File: config.mk
export PLATFORM = sky130hd
export DESIGN_NAME = bcd_serial_add_ctrl
export DESIGN_NICKNAME = d
export VERILOG_FILES = /design/src/rtl/bcd_pkg.sv /design/src/rtl/bcd_digit_add.sv /design/src/rtl/bcd_serial_add_ctrl.sv
export SDC_FILE = /design/constraint.sdc
export NUM_CORES = 1
export LEC_CHECK = 0
export BUFFER_PORTS_ARGS = -buffer_cell sky130_fd_sc_hd__buf_2
export CORE_MARGIN = 5
export CORE_UTILIZATION = 49
export DETAILED_ROUTE_END_ITERATION = 7
export PLACE_DENSITY = 0.75
export SLEW_MARGIN = 20
export SYNTH_ARGS = -nofsm -noshare
export SYNTH_HDL_FRONTEND = slang
export SYNTH_SLANG_ARGS = --single-unit
File: constraint.sdc
create_clock -name clk -period 3.69 [get_ports clk]
set_input_delay 0.369 -clock clk [delete_from_list [all_inputs] [get_ports clk]]
set_output_delay 0.369 -clock clk [all_outputs]
set_load 0.02 [all_outputs]
File: src/rtl/bcd_pkg.sv
// Shared definitions for the serial BCD adder: FSM state encoding and
// decimal-adjust constants.
package bcd_pkg;

   typedef enum logic [1:0] {
      ST_IDLE = 2'd0,
      ST_RUN  = 2'd1,
      ST_DONE = 2'd2
   } state_t;

   localparam logic [4:0] BCD_MAX  = 5'd9;
   localparam logic [4:0] BCD_CORR = 5'd6;

endpackage

File: src/rtl/bcd_digit_add.sv
// Single BCD digit adder with decimal adjust.
// Purely combinational; the controller time-shares one instance across all digits.
module bcd_digit_add
   import bcd_pkg::*;
(
   input  logic [3:0] da,
   input  logic [3:0] db,
   input  logic       ci,
   output logic [3:0] s,
   output logic       co
);

   logic [4:0] w_t;
   logic [4:0] w_adj;

   assign w_t   = {1'b0, da} + {1'b0, db} + {4'b0, ci};
   assign w_adj = w_t + BCD_CORR;

   // Inputs above 9 still go through the same adjust, so the result is defined.
   always_comb begin
      s  = w_t[3:0];
      co = 1'b0;
      if (w_t > BCD_MAX) begin
         s  = w_adj[3:0];
         co = 1'b1;
      end
   end

endmodule

File: src/rtl/bcd_serial_add_ctrl.sv
// Digit-serial BCD adder: latches operands on start, adds one digit per cycle
// from digit 0 upward, then pulses done for one cycle.
module bcd_serial_add_ctrl
   import bcd_pkg::*;
#(
   parameter int NDIG = 4
) (
   input  logic                clk,
   input  logic                rst_n,
   input  logic                start,
   input  logic [4*NDIG-1:0]   a,
   input  logic [4*NDIG-1:0]   b,
   input  logic                cin,
   output logic                busy,
   output logic                done,
   output logic [4*NDIG-1:0]   sum,
   output logic                cout,
   output logic                err
);

   localparam int IW = (NDIG > 1) ? $clog2(NDIG) : 1;
   localparam logic [IW-1:0] LAST = IW'(NDIG - 1);

   state_t              r_state;
   state_t              w_next;
   logic [IW-1:0]       r_idx;
   logic [4*NDIG-1:0]   r_a;
   logic [4*NDIG-1:0]   r_b;
   logic                r_c;
   logic [4*NDIG-1:0]   r_sum;
   logic                r_cout;
   logic                r_err;

   logic                w_load;
   logic                w_step;
   logic                w_last;
   logic [3:0]          w_da;
   logic [3:0]          w_db;
   logic [3:0]          w_s;
   logic                w_co;
   logic                w_dig_err;

   always_ff @(posedge clk or negedge rst_n) begin
      if (!rst_n) r_state <= ST_IDLE;
      else        r_state <= w_next;
   end

   always_comb begin
      w_next = r_state;
      case (r_state)
         ST_IDLE: if (start)  w_next = ST_RUN;
         ST_RUN:  if (w_last) w_next = ST_DONE;
         ST_DONE:             w_next = ST_IDLE;
         default:             w_next = ST_IDLE;
      endcase
   end

   always_comb begin
      busy   = (r_state != ST_IDLE);
      done   = (r_state == ST_DONE);
      w_load = (r_state == ST_IDLE) && start;
      w_step = (r_state == ST_RUN);
   end

   assign w_last    = (r_idx == LAST);
   assign w_da      = r_a[{r_idx, 2'b00} +: 4];
   assign w_db      = r_b[{r_idx, 2'b00} +: 4];
   assign w_dig_err = ({1'b0, w_da} > BCD_MAX) || ({1'b0, w_db} > BCD_MAX);

   bcd_digit_add u_dig (
      .da (w_da),
      .db (w_db),
      .ci (r_c),
      .s  (w_s),
      .co (w_co)
   );

   // Operand copies make the a/b/cin pins don't-care once the op is accepted.
   always_ff @(posedge clk or negedge rst_n) begin
      if (!rst_n) begin
         r_idx  <= '0;
         r_a    <= '0;
         r_b    <= '0;
         r_c    <= 1'b0;
         r_sum  <= '0;
         r_cout <= 1'b0;
         r_err  <= 1'b0;
      end else if (w_load) begin
         r_idx  <= '0;
         r_a    <= a;
         r_b    <= b;
         r_c    <= cin;
         r_sum  <= '0;
         r_cout <= 1'b0;
         r_err  <= 1'b0;
      end else if (w_step) begin
         r_idx                     <= r_idx + 1'b1;
         r_sum[{r_idx, 2'b00} +: 4] <= w_s;
         r_c                       <= w_co;
         if (w_dig_err) r_err  <= 1'b1;
         if (w_last)    r_cout <= w_co;
      end
   end

   assign sum  = r_sum;
   assign cout = r_cout;
   assign err  = r_err;

endmodule

==> results.sh, run 1 <==
export IMPL_status="complete, no violations"
export IMPL_synth_nets=263
export IMPL_syn_avg_cell_area_um2=12.64
export IMPL_slew_limit_headroom_pct=32.92
export IMPL_finalSetupTns_ns=0
export IMPL_portBuffers=55
export IMPL_met2_usage_pct=27.05
export IMPL_die_area_um2=7194
export IMPL_die_width_um=84.82
export IMPL_setup_violations=0
export IMPL_tightestPinTransition_ns=1.004
export IMPL_grt_busiest_layer="met2"
export IMPL_crit_arrival_ns=3.63
export IMPL_path_max_fanout=4
export IMPL_vias_per_cell=5.358
export IMPL_fin_util_pct=58.96
export IMPL_critPathCaptureType="flip-flop"
export IMPL_ctsHoldBuffers=0
export IMPL_rsz0062_at_grt="no"
export IMPL_die_h_um=84.82
export IMPL_io_pins=56
export IMPL_gp_congestion=0.8162
export IMPL_synth_edf_count=0
export IMPL_maxSlewViolCount=0
export IMPL_synthMuxAreaShare_pct=20.12
export IMPL_drt_pass1_iter_count=4
export IMPL_vias=1886
export IMPL_synthAdderAreaFrac_pct=5.109
export IMPL_netlist_area_leader_share_pct=50.18
export IMPL_final_antenna_net_count=0
export IMPL_cts_made_buffers=5
export IMPL_clock_latency_ns=0.31
export IMPL_area_delta_synth_final_pct=17.65
export IMPL_finalNetCount=325
export IMPL_use_met3_pct=3.786
export IMPL_grt_pass1_vias=2000
export IMPL_synth_top_area_cell="dfrtp_1"
export IMPL_grt_pass1_wl_um=9701
export IMPL_yosys_area_share_simple_pct=10.17
export IMPL_grt_max_degree=38
export IMPL_period_needed_ns=3.441
export IMPL_antenna_found_initial=0
export IMPL_ctsResizeCount=0
export IMPL_netlist_instances=217
export IMPL_drive_above_1_share_pct=42.50
export IMPL_yosys_cell_count_top_type="dfrtp_1"
export IMPL_routed_wl_um=5627
export IMPL_initial_core_util_pct=50.11
export IMPL_yosys_top_cells_area="dfrtp_1 (50%), mux2_2 (12%), mux4_2 (6.6%)"
export IMPL_postCtsSetupBuffers=0
export IMPL_yosys_register_bits=55
export IMPL_dp_hpwl_um=4423
export IMPL_fin_cells=352
export IMPL_syn_cell_area_um2=2743
export IMPL_gr_usage_met1_pct=23.16
export IMPL_hold_path_class="in2async"
export IMPL_path_clk_slew_ns=0.11
export IMPL_fmax_ghz=0.2906
export IMPL_hold_viol=0
export IMPL_cp_data_required_time_ns=3.88
export IMPL_insertedDiodeCount=0
export IMPL_clock_path_buffers=2
export IMPL_cts_htree_levels=2
export IMPL_coreArea_um2=5473
export IMPL_synth_compound_area_share_pct=11.54
export IMPL_yosys_warnings=0
export IMPL_placementRows=27
export IMPL_ys_seq_area_share_pct=50.18
export IMPL_final_setup_skew_ns=0.006941
export IMPL_overflow=0
export IMPL_gr_usage_all_layers_pct=16.65
export IMPL_synth_flop_cell="dfrtp_1"
export IMPL_synth_top_family_by_area="multiplexers"
export IMPL_placed_cells=344
export IMPL_avgRoutedWirePerCell_um=15.99
export IMPL_maxCapViolations=0
export IMPL_post_route_period_util_pct=93.26
export IMPL_cts_sinks=55
export IMPL_drc=0
export IMPL_ys_types=45
export IMPL_critPathKind="reg2reg"
export IMPL_cp_start_kind="flip-flop"
export IMPL_synth_xor_area_share_pct=0.9124
export IMPL_first_iter_violations=67
export IMPL_ys_top_cells_by_count="dfrtp_1 (55), mux2_2 (29), nand2_1 (25), o21ai_1 (10)"
export IMPL_async_flop_share_pct=100.0
export IMPL_root_buffer="clkbuf_8"
export IMPL_cts_tree="yes"
## cell type report
cell class	instances	area [µm²]
Timing Repair Buffer	61	320.3
Clock inverter	3	27.53
Sequential cell	55	1376
Multi-Input combinational cell	149	1318
Clock buffer	5	68.82
Inverter	7	26.28
Fill cell	491	2246
Tap cell	72	90.09
## logic make-up (layout without fill, tap and decap cells)
kind of cell	Yosys count	in the layout
flip-flops	55	55
AND/OR/NAND/NOR	54	54
AO/OA/AOI/OAI	42	42
multiplexers	41	41
buffers and inverters	13	76
adder cells (fa/ha/maj)	10	10
XOR/XNOR	2	2
## routing by layer
metal	vias to the layer above	part of all wire, %
met3	7	6.3
met1	909	46
met5	-	0
li1	912	-
met4	0	0.84
met2	58	47
## placed cells by master (no fill, tap or decap), types with 2 or more instances in the layout
master	instances
a21o_1	6
a21oi_1	4
a311oi_2	2
and2_4	2
buf_2	55
buf_4	6
clkbuf_8	5
dfrtp_1	55
fa_1	2
ha_1	8
inv_1	7
mux2_1	4
mux2_2	29
mux4_2	8
nand2_1	25
nand2b_1	4
nand3_1	4
nor2_1	4
nor2b_1	3
nor3_1	2
o21ai_0	5
o21ai_1	10
o31ai_1	4
## worst max-delay path: stages, from the launching register on
cell and delay (ns):
dfrtp_1 0.46, mux4_2 0.54, fa_1 0.45, fa_1 0.47
xnor2_2 0.18, ha_1 0.22, nor2b_1 0.18, and2b_1 0.17
mux2_2 0.27, a311oi_2 0.27, o21ai_1 0.12
## state kept, by name (all words and copies together) (netlist names)
signal   cells
r_b         16
err          1
sum         16
r_c          1
r_a         16
r_idx        2
cout         1
r_state      2
## final timing paths
| check | end | start | depth (start not counted) | slack, ns |
|---|---|---|---|---|
| setup / recovery | sum[2] | r_idx[0] | 10 | 0.25 |
| max in group asynchronous | r_a[2] | rst_n | 2 | 2.84 |
| hold / removal | r_idx[1] | rst_n | 1 | 0.06 |
| setup reg to reg | sum[2] | r_idx[0] | 10 | 0.25 |
| hold reg to reg | sum[8] | sum[8] | 2 | 0.49 |
| min in group clk | r_a[11] | a[11] | 2 | 0.27 |
## metrics by stage
stage	area [µm²]	hold slack, ns	setup WS [ns]
2_1_floorplan	2743	0.07341	0.01463
3_3_place_gp	3131	0.4004	0.3522
3_5_place_dp	3131	0.4117	0.2778
4_1_cts	3227	0.06709	0.2448
5_1_grt	3227	0.09572	0.01242
6_report	3227	0.05820	0.2487
Power of run 1 is not shown: default switching activity piles up to over one toggle a cycle in this logic, so the estimate is an artifact.
==> run 2, diff against run 1 <==
- ABC_AREA: default -> 1
- CORE_UTILIZATION: 49 -> 50
- PLACE_DENSITY: 0.75 -> 0.76
==> results.sh, run 2 <==
export IMPL_status="complete, no violations"
export IMPL_ys_top_cells_by_count="nand2_1 (165), dfrtp_1 (55), inv_1 (33), nand3_1 (24), o21ai_0 (14)"
export IMPL_die_h_um=86.16
export IMPL_period_needed_ns=3.167
export IMPL_grt_pass1_vias=2397
export IMPL_clock_latency_ns=0.31
export IMPL_fmax_ghz=0.3158
export IMPL_first_iter_violations=104
export IMPL_drive_above_1_share_pct=21.19
export IMPL_crit_arrival_ns=3.40
export IMPL_reg2reg_slack_ns=0.52
export IMPL_hold_viol=0
export IMPL_path_max_fanout=19
export IMPL_vias=2393
export IMPL_die_width_um=86.16
export IMPL_slowest_stage="dfrtp_1"
export IMPL_cp_common_cell="nand2_2"
export IMPL_reg2reg_from="r_idx[0]"
export IMPL_ctsResizeCount=0
export IMPL_ys_types=32
export IMPL_cp_start_kind="flip-flop"
export IMPL_critPathCaptureType="flip-flop"
export IMPL_ys_seq_area_share_pct=47.45
export IMPL_area_delta_synth_final_pct=13.59
export IMPL_yosys_cell_count_top_type="nand2_1"
export IMPL_grt_pass1_wl_um=10850
export IMPL_io_pins=56
export IMPL_yosys_top_cells_area="dfrtp_1 (47%), nand2_1 (21%), inv_1 (4.3%)"
export IMPL_cts_htree_levels=2
export IMPL_worstPathCellList="inv_4, o21ai_0, o22ai_1, fa_1, fa_1, inv_1, ha_1, inv_1, nor2_1, a21oi_2, nand2_2, nand2_4, nand2_2, nand2_2, nand3_1, o21ai_0"
export IMPL_clock_path_buffers=2
export IMPL_post_route_period_util_pct=85.82
export IMPL_cp_data_required_time_ns=3.92
export IMPL_dp_hpwl_um=4543
export IMPL_maxCapViolations=0
export IMPL_rsz0062_at_grt="no"
export IMPL_synth_nets=414
export IMPL_yosys_warnings=0
export IMPL_final_setup_skew_ns=0.008101
export IMPL_drc=0
export IMPL_cts_sinks=55
export IMPL_ctsHoldBuffers=0
export IMPL_netlist_area_leader_share_pct=47.45
export IMPL_gp_congestion=0.8378
export IMPL_syn_cell_area_um2=2900
export IMPL_placementRows=27
export IMPL_postCtsSetupBuffers=0
export IMPL_synth_flop_cell="dfrtp_1"
export IMPL_max_stage_delay_ns=0.59
export IMPL_insertedDiodeCount=0
export IMPL_antenna_found_initial=0
export IMPL_synth_edf_count=0
export IMPL_coreArea_um2=5574
export IMPL_finalNetCount=466
export IMPL_initial_core_util_pct=52.03
export IMPL_worst_r2r_endpoint="sum[9]"
export IMPL_drt_pass1_iter_count=4
export IMPL_root_buffer="clkbuf_8"
export IMPL_final_cell_mix="nand2_1 (165), dfrtp_1 (55), buf_2 (55)"
export IMPL_vias_per_cell=4.864
export IMPL_tightestPinTransition_ns=0.8694
export IMPL_cts_tree="yes"
export IMPL_finalSetupTns_ns=0
export IMPL_netlist_instances=368
export IMPL_r2r_cells=16
export IMPL_final_antenna_net_count=0
export IMPL_die_area_um2=7424
export IMPL_portBuffers=55
export IMPL_setup_violations=0
export IMPL_path_clk_slew_ns=0.10
export IMPL_avgRoutedWirePerCell_um=12.51
export IMPL_routed_wl_um=6155
export IMPL_slew_limit_headroom_pct=42.04
export IMPL_syn_avg_cell_area_um2=7.881
export IMPL_critPathKind="reg2reg"
export IMPL_overflow=0
export IMPL_cts_made_buffers=5
export IMPL_fin_util_pct=59.10
export IMPL_synth_top_area_cell="dfrtp_1"
export IMPL_gr_usage_all_layers_pct=18.14
export IMPL_hold_path_class="in2async"
export IMPL_yosys_register_bits=55
export IMPL_grt_max_degree=41
export IMPL_maxSlewViolCount=0
export IMPL_async_flop_share_pct=100.0
export IMPL_final_common_cell="nand2_1"
[run 2: cell types whose count changed after synthesis, moves of 9 or more]
cell,delta
mux2_2,-29
o21ai_0,+9
nor2_1,+9
nand3_1,+20
nand2_2,+10
inv_1,+26
nand2_1,+140
[run 2: final cells by class]
type                    instances  area (µm²)
clock inverters                 1       8.758
multi-input cells             263        1297
inverters                      37       141.4
clock buffers                   6       82.58
well taps                      72       90.09
flip-flops and latches         55        1376
repair buffers                 58       297.8
fillers                       514        2280
[run 2: worst max-delay path by stage]
| stage | endpoint | start | depth (start not counted) |
|---|---|---|---|
| global route | sum[9] | r_idx[0] | 17 |
| CTS | sum[9] | r_idx[0] | 16 |
| detailed placement | sum[9] | r_idx[0] | 16 |
| finish | sum[9] | r_idx[0] | 16 |
| floorplan | sum[10] | r_idx[0] | 17 |
| global placement | sum[10] | r_idx[0] | 15 |
[run 2: kinds of logic after synthesis]
group                    after synthesis  synth area share, %
adder cells (fa/ha/maj)               10                4.832
buffers and inverters                 50                7.808
AO/OA/AOI/OAI                         27                6.040
AND/OR/NAND/NOR                      226                33.87
flip-flops                            55                47.45
[run 2: stage by stage]
| step | hold slack [ns] | cells | worst slack, ns | cell area, µm² |
|---|---|---|---|---|
| after floorplan | 0.07341 | 368 | 0.6871 | 2900 |
| after global placement | 0.4624 | 485 | 0.7133 | 3203 |
| after detailed placement | 0.4660 | 485 | 0.5852 | 3203 |
| after CTS | 0.1912 | 492 | 0.5438 | 3294 |
| after global routing | 0.2259 | 492 | 0.2693 | 3294 |
| final | 0.1647 | 492 | 0.5231 | 3294 |
[run 2: layer usage]
metal,up-vias,global-route usage [%],wire length [µm]
li1,1252,-,-
met1,1065,23.82,2889
met2,62,29.29,2786
met3,14,4.227,345
met4,0,6.475,133
met5,-,0,0
[run 2: worst max-delay path: cells and delay by family, from the launching register on]
kind | cells | cell delay (ns)
adders and majority gates | 3 | 1.20
DFF | 1 | 0.59
and+or+nand+nor | 6 | 0.46
AOI/OAI and AO/OA | 4 | 0.51
buffers and inverters | 3 | 0.32
Power of run 2 is left out for the same reason.
==> run 3, diff against run 2 <==
- CORE_UTILIZATION: 50 -> 52
- CTS_BUF_LIST: default -> sky130_fd_sc_hd__clkbuf_4 sky130_fd_sc_hd__clkbuf_8
- PLACE_DENSITY: 0.76 -> 0.79
==> results.sh, run 3 (synthesized netlist as in run 2, its figures left out) <==
export IMPL_area_delta_synth_final_pct=15.06
export IMPL_die_h_um=84.68
export IMPL_crit_arrival_ns=3.45
export IMPL_grt_max_degree=45
export IMPL_cp_start_kind="flip-flop"
export IMPL_critPathCaptureType="flip-flop"
export IMPL_fin_util_pct=60.97
export IMPL_grt_pass1_vias=2456
export IMPL_cts_tree="yes"
export IMPL_drc=0
export IMPL_die_area_um2=7171
export IMPL_cts_made_buffers=5
export IMPL_drt_pass1_iter_count=4
export IMPL_drive_above_1_share_pct=21.51
export IMPL_ctsResizeCount=0
export IMPL_r2r_cells=16
export IMPL_period_needed_ns=3.216
export IMPL_placed_cells=485
export IMPL_maxSlewViolCount=0
export IMPL_vias_per_cell=5.004
export IMPL_fin_area_um2=3337
export IMPL_hp_start="b[14]"
export IMPL_cp_common_cell="nand2_2"
export IMPL_initial_core_util_pct=52.99
export IMPL_final_cell_mix="nand2_1 (165), dfrtp_1 (55), buf_2 (55)"
export IMPL_final_antenna_net_count=0
export IMPL_max_stage_delay_ns=0.62
export IMPL_overflow=0
export IMPL_grt_pass1_wl_um=11050
export IMPL_portBuffers=55
export IMPL_fmax_ghz=0.3109
export IMPL_fin_cells=495
export IMPL_post_route_period_util_pct=87.15
export IMPL_placed_cell_area_um2=3203
export IMPL_insertedDiodeCount=0
export IMPL_vias=2477
export IMPL_root_buffer="clkbuf_8"
export IMPL_hold_viol=0
export IMPL_final_common_cell="nand2_1"
export IMPL_path_max_fanout=12
export IMPL_status="complete, no violations"
export IMPL_rsz0062_at_grt="no"
export IMPL_dp_hpwl_um=4732
export IMPL_clock_latency_ns=0.31
export IMPL_antenna_found_initial=0
export IMPL_tightestPinTransition_ns=0.5455
export IMPL_cts_htree_levels=2
export IMPL_reg2reg_slack_ns=0.47
export IMPL_placementRows=27
export IMPL_gp_congestion=0.8472
export IMPL_whs_path_depth=3
export IMPL_clock_path_buffers=2
export IMPL_avgRoutedWirePerCell_um=12.62
export IMPL_finalSetupTns_ns=0
export IMPL_final_setup_skew_ns=0.007079
export IMPL_path_clk_slew_ns=0.10
export IMPL_setup_violations=0
export IMPL_postCtsSetupBuffers=0
export IMPL_reg2reg_from="r_idx[1]"
export IMPL_critPathKind="reg2reg"
export IMPL_finalNetCount=468
export IMPL_io_pins=56
export IMPL_maxCapViolations=0
export IMPL_worstPathCellList="inv_2, o21ai_0, o22ai_1, fa_1, fa_1, inv_1, ha_1, inv_1, nor2_1, a21oi_2, nand2_2, nand2_4, nand2_2, nand2_2, nand3_1, o21ai_0"
export IMPL_slew_limit_headroom_pct=63.58
export IMPL_worst_r2r_endpoint="sum[9]"
export IMPL_routed_wl_um=6249
export IMPL_cp_data_required_time_ns=3.92
export IMPL_hold_path_class="in2reg"
export IMPL_die_width_um=84.68
export IMPL_gr_usage_all_layers_pct=18.59
export IMPL_first_iter_violations=119
export IMPL_worstHoldEndpoint="r_b[14]"
export IMPL_cts_sinks=55
export IMPL_coreArea_um2=5473
export IMPL_slowest_stage="dfrtp_1"
[run 3: changes by cell type in the layout (fill, tap and decap cells not counted)]
| cell | previous run | this run |
|---|---|---|
| inv_6 | 1 | 0 |
| clkbuf_8 | 6 | 7 |
| buf_12 | 0 | 1 |
| dlygate4sd3_1 | 0 | 1 |
| clkinvlp_4 | 0 | 1 |
[run 3: per-stage QoR]
step	hold slack [ns]	worst slack, ns
2_1_floorplan	0.07341	0.6871
3_3_place_gp	0.4620	0.6365
3_5_place_dp	0.4668	0.5164
4_1_cts	0.2256	0.4892
5_1_grt	0.2342	0.2474
6_report	0.2414	0.4740
[run 3: layout make-up]
cell class / count / area (µm²)
Clock inverter: 1 / 7.507
Sequential cell: 55 / 1376
Fill cell: 526 / 2136
Inverter: 37 / 141.4
Timing Repair Buffer: 60 / 327.8
Tap cell: 72 / 90.09
Multi-Input combinational cell: 263 / 1297
Clock buffer: 7 / 96.34
[run 3: timing repair]
item	4_1_cts	5_1_grt
hold buffers	0	1
endpoints found under the setup margin	0	0
endpoints found under the hold margin	0	11
[run 3: worst max path at each step]
| stage | start | endpoint | slack (ns) |
|---|---|---|---|
| 2_1_floorplan | r_idx[0] | sum[10] | 0.69 |
| 4_1_cts | r_idx[1] | sum[9] | 0.49 |
| 3_3_place_gp | r_idx[1] | sum[10] | 0.64 |
| 5_1_grt | r_idx[1] | sum[7] | 0.25 |
| 3_5_place_dp | r_idx[1] | sum[9] | 0.52 |
| 6_report | r_idx[1] | sum[9] | 0.47 |
[run 3: worst max-delay path, delay by kind of cell, from the launching register on]
kind                     cells  cell delay (ns)
AO/OA/AOI/OAI                4             0.50
buffers and inverters        3             0.34
flip-flops                   1             0.62
AND/OR/NAND/NOR              6             0.46
adder cells (fa/ha/maj)      3             1.23
[run 3: per-layer routing]
metal,part of all wire (%),vias to the layer above,GRT usage [%]
met1,45,1153,24.87
li1,-,1254,-
met3,5.0,8,3.827
met5,0,-,0
met2,48,62,30.60
met4,1.4,0,5.324
Power of run 3 is left out for the same reason.
